**config.mk**
```make
export PLATFORM = sky130hd
export DESIGN_NAME = regfile_32x32
export DESIGN_NICKNAME = d
export VERILOG_FILES = /design/src/rtl/regfile_32x32.sv
export SDC_FILE = /design/constraint.sdc
export NUM_CORES = 2
export LEC_CHECK = 0
export CORE_MARGIN = 3
export CORE_UTILIZATION = 35
export DETAILED_ROUTE_END_ITERATION = 10
export SYNTH_ARGS = -nofsm -noshare
export SYNTH_HDL_FRONTEND = slang
export SYNTH_SLANG_ARGS = --single-unit
```
**constraint.sdc**
```tcl
create_clock -name clk -period 10.71 [get_ports clk]
set_clock_uncertainty 0.1 [all_clocks]
set_input_delay 3.213 -clock clk [delete_from_list [all_inputs] [get_ports clk]]
set_output_delay 3.213 -clock clk [all_outputs]
set_load 0.005 [all_outputs]
```
**src/rtl/regfile_32x32.sv**
```systemverilog
// regfile_32x32: 32-entry register storage, two async read ports, one sync write port.
// Ports: clk, reset (sync, active-high), write_enable/write_addr/write_data,
//        read_addr1/read_addr2 -> read_data1/read_data2 (combinational).
module regfile_32x32 #(
  parameter int WIDTH     = 32,
  parameter int ADDR_BITS = 5,
  parameter int ZERO_REG  = 1,
  parameter int BYPASS    = 0
) (
  input  logic                 clk,
  input  logic                 reset,
  input  logic                 write_enable,
  input  logic [ADDR_BITS-1:0] write_addr,
  input  logic [WIDTH-1:0]     write_data,
  input  logic [ADDR_BITS-1:0] read_addr1,
  input  logic [ADDR_BITS-1:0] read_addr2,
  output logic [WIDTH-1:0]     read_data1,
  output logic [WIDTH-1:0]     read_data2
);

  localparam int DEPTH = 1 << ADDR_BITS;

  logic [DEPTH-1:0]            we_oh;
  logic [DEPTH-1:0][WIDTH-1:0] regs;
  logic                        fwd1;
  logic                        fwd2;
  logic                        zero1;
  logic                        zero2;

  // one-hot write enable; entry 0 never
  // decodes when it is the zero register
  always_comb begin
    we_oh = '0;
    if (write_enable) begin
      we_oh[write_addr] = 1'b1;
    end
    if (ZERO_REG != 0) begin
      we_oh[0] = 1'b0;
    end
  end

  always_ff @(posedge clk) begin
    if (reset) begin
      regs <= '0;
    end else begin
      for (int i = 0; i < DEPTH; i++) begin
        if (we_oh[i]) begin
          regs[i] <= write_data;
        end
      end
    end
  end

  assign zero1 = (ZERO_REG != 0)
              && (read_addr1 == '0);
  assign zero2 = (ZERO_REG != 0)
              && (read_addr2 == '0);

  // reset suppresses forwarding so reads
  // show pre-clear contents that cycle
  assign fwd1 = (BYPASS != 0)
             && write_enable && !reset
             && (write_addr == read_addr1);
  assign fwd2 = (BYPASS != 0)
             && write_enable && !reset
             && (write_addr == read_addr2);

  always_comb begin
    read_data1 = regs[read_addr1];
    if (fwd1) begin
      read_data1 = write_data;
    end
    if (zero1) begin
      read_data1 = '0;
    end
  end

  always_comb begin
    read_data2 = regs[read_addr2];
    if (fwd2) begin
      read_data2 = write_data;
    end
    if (zero2) begin
      read_data2 = '0;
    end
  end

endmodule

```
==> flow_summary.yaml <==
status:
  status: "finished clean"
global_routing:
  overflow: 0
  gr-usage-all-layers_pct: 27.9
  grt_max_degree: 207
  grt_pass1_wl_um: 304000
  grt_pass1_vias: 42885
  antenna_found_initial: 9
flow_run:
  max-cap-violations: 0
routing:
  ant_nets: 0
  first_pass_iters: 7
  drc_errors: 0
  num_vias: 46356
  wl_um: 213000
  drt_iter0_markers: 7023
  wl_per_cell_um: 28.2
  vias_per_cell: 6.14
worst_setup_path:
  critPathTopFamily: "buffers and inverters"
  r2r_cells: 2
  worst-path-stages: 6
  crit_path_top_delay_cell: "nor2b_4"
  startpoint_type: "primary input"
  crit_chain: "buf_8 > nor2b_4 > and3b_1 > o41ai_1 > a22oi_1 > clkdlybuf4s50_1"
  cp_max_fo: 59
  slowest_delay_ns: 0.82
  arrival_ns: 6.44
  critPathKind: "primary input to output port"
  crit_path_end_kind: "output port"
  crit_required_ns: 7.40
  path_buf_inv: 2
yosys:
  synth_top_family_by_area: "multiplexers"
  syn_inst: 5795
  synth_area_per_cell_um2: 8.62
  synthSimpleGateAreaFrac_pct: 18.2
  synth.cell_area_um2: 49900
  synthAdderAreaFrac_pct: 0
  synth-edff-count: 0
  synthDistinctLibCells: 46
  synth_compound_area_share_pct: 15.3
  ys_seq_area_share_pct: 39.8
  synthArstFlopShare_pct: 0
  synth_top_area_cell: "dfxtp_1"
  ys_seq_elements: 992
  ys_warn_count: 0
  synth_fp_nets: 5845
  synth_xor_area_share_pct: 0
  synth.area.mux_share_pct: 21.3
  synth_area_leaders: "dfxtp_1 (40%), mux4_2 (18%), nand2_1 (15%)"
  yosys.area.top_type_share_pct: 39.8
  synth_ff_type: "dfxtp_1"
timing:
  setup_violations: 0
  fmax_mhz: 103
  final-hold-violation-count: 0
  slew_viol_final: 0
  slew_headroom_pct: 11.1
  tns_ns: 0
  timing.final.ws_setup_ns: 0.960
  fin_crit_ns: 9.75
  fin_crit_sh_pct: 91.0
  rsz0062_at_grt: "false"
  tightest_slew_ns: 1.33
clock_network:
  root_buffer: "clkbuf_16"
  htreeDepth: 3
  insertion_delay_ns: 0.69
  tritoncts: "built"
  cts_sinks: 992
  cts_buffers: 108
  clk_pin_slew_ns: 0.06
  post_cts_resized: 0
  postCtsSetupRepairBufs: 0
  postCtsHoldBufs: 0
  cts_max_path_buffers: 3
placed_design:
  port_buffers: 113
  hpwl_um: 124000
  dp_slack_ns: 1.14
  dp_cells: 7340
  gp_congestion: 0.901
worst_hold_path:
  hp-class: "flip-flop to flip-flop"
  hold_depth: 2
floorplan:
  die_h_um: 384
  fp-row-count: 137
  start_util_pct: 35.5
  dieArea_um2: 147000
  die_x_um: 384
  ios: 114
  fp.coreArea_um2: 141000
final_layout:
  largest_reg_flops: 992
  seq_area_um2: 19900
  reg.largest.list: "regs: 992 flops"
  fin_nets: 5624
  multi_input_area_um2: 27700
  drive_gt1_share_pct: 15.3
  fillers: 13934
  syn2layout_area_growth_pct: 12.2
  top_register: "regs"
  final_cells: 7547
power:
  p_per_area_nw_per_um2: 149
  ir_drop_v: 0.000144
  total_power_w: 0.00833
  leakage_nw: 18.2
per-stage QoR:
step,util (%),hold slack [ns],area (um^2)
after floorplan,-,0.342,49900
after global placement,37.3,0.348,52400
after detailed placement,37.3,0.356,52400
after CTS,39.9,0.365,56000
after global routing,39.9,0.382,56000
final,39.9,0.363,56000
tightest hold or removal path: cells and delay by family (launching register included):
family             cells  cell delay (ns)
DFF                    1             0.31
and+or+nand+nor        1             0.05
AOI/OAI and AO/OA      1             0.05
power breakdown:
part	internal [W]	switching (W)
sequential	0.00372	0.0000204
clock	0.00225	0.00162
combinational	0.000223	0.000499
area by class of cell:
| class | count | share of cell area [%] |
|---|---|---|
| Antenna cell | 8 | 0.0357 |
| Clock buffer | 157 | 5.62 |
| Clock inverter | 42 | 0.844 |
| Inverter | 5 | 0.0335 |
| Multi-Input combinational cell | 4203 | 49.5 |
| Sequential cell | 992 | 35.4 |
| Tap cell | 1876 | 4.19 |
| Timing Repair Buffer | 264 | 4.34 |
final timing paths:
check                                 to  slack (ns)                    from
setup / recovery          read_data2[31]        0.96           read_addr2[0]
hold / removal    regs[790]$_SDFFE_PP0P_        0.36  regs[790]$_SDFFE_PP0P_
setup reg to reg   regs[53]$_SDFFE_PP0P_        9.87   regs[53]$_SDFFE_PP0P_
hold reg to reg   regs[790]$_SDFFE_PP0P_        0.36  regs[790]$_SDFFE_PP0P_
logic make-up after synthesis:
| family | count (synthesis) |
|---|---|
| AND/OR/NAND/NOR | 2308 |
| AO/OA/AOI/OAI | 1331 |
| flip-flops | 992 |
| buffers and inverters | 600 |
| multiplexers | 564 |
placed cells by master (no fill, tap or decap), types with 6 or more instances in the layout:
| cell type | synthesis | final |
|---|---|---|
| nand2_1 | 2054 | 2022 |
| a21oi_1 | 1003 | 1003 |
| dfxtp_1 | 992 | 992 |
| mux4_2 | 395 | 395 |
| a22oi_1 | 154 | 154 |
| buf_4 | 21 | 138 |
| mux2i_1 | 115 | 115 |
| clkbuf_16 | 0 | 110 |
| clkdlybuf4s50_1 | 0 | 102 |
| nor2_1 | 80 | 50 |
| mux2_2 | 50 | 50 |
| a221oi_1 | 43 | 43 |
| nand3_1 | 36 | 36 |
| nor3_1 | 34 | 34 |
| nand2_2 | 0 | 32 |
| o22a_1 | 32 | 32 |
| a21o_1 | 32 | 32 |
| nor2_4 | 0 | 29 |
| clkbuf_1 | 426 | 25 |
| clkinv_2 | 0 | 24 |
| clkbuf_8 | 0 | 23 |
| nand4_1 | 19 | 19 |
| o22ai_1 | 16 | 16 |
| and3b_1 | 18 | 16 |
| nand2b_1 | 17 | 15 |
| buf_12 | 2 | 13 |
| a221o_1 | 12 | 12 |
| o221ai_1 | 10 | 10 |
| o41ai_1 | 10 | 10 |
| a32oi_1 | 10 | 10 |
| bufinv_16 | 0 | 9 |
| diode_2 | 0 | 8 |
| or4_1 | 6 | 6 |
| nor2b_1 | 12 | 6 |
synth_stat cells, drive strengths merged, types with 16 or more instances:
library cell and count:
nand2 2054, a21oi 1003, dfxtp 992, clkbuf 426
mux4 395, buf 169, a22oi 154, mux2i 115
nor2 80, mux2 54, a221oi 43, nand3 36
nor3 34, a21o 32, o22a 32, nand4 19
and3b 18, nand2b 17, o22ai 16
layer usage:
metal / wire length [um] / vias up / part of all wire (%) / global-route usage (%)
li1: - / 19796 / - / -
met1: 80900 / 22756 / 38 / 36.8
met2: 93300 / 3142 / 44 / 41.9
met3: 26700 / 654 / 13 / 7.27
met4: 12100 / 8 / 5.7 / 14.7
met5: 56 / - / 0.026 / 0
Note: power is estimated with default switching activity, not from simulation.
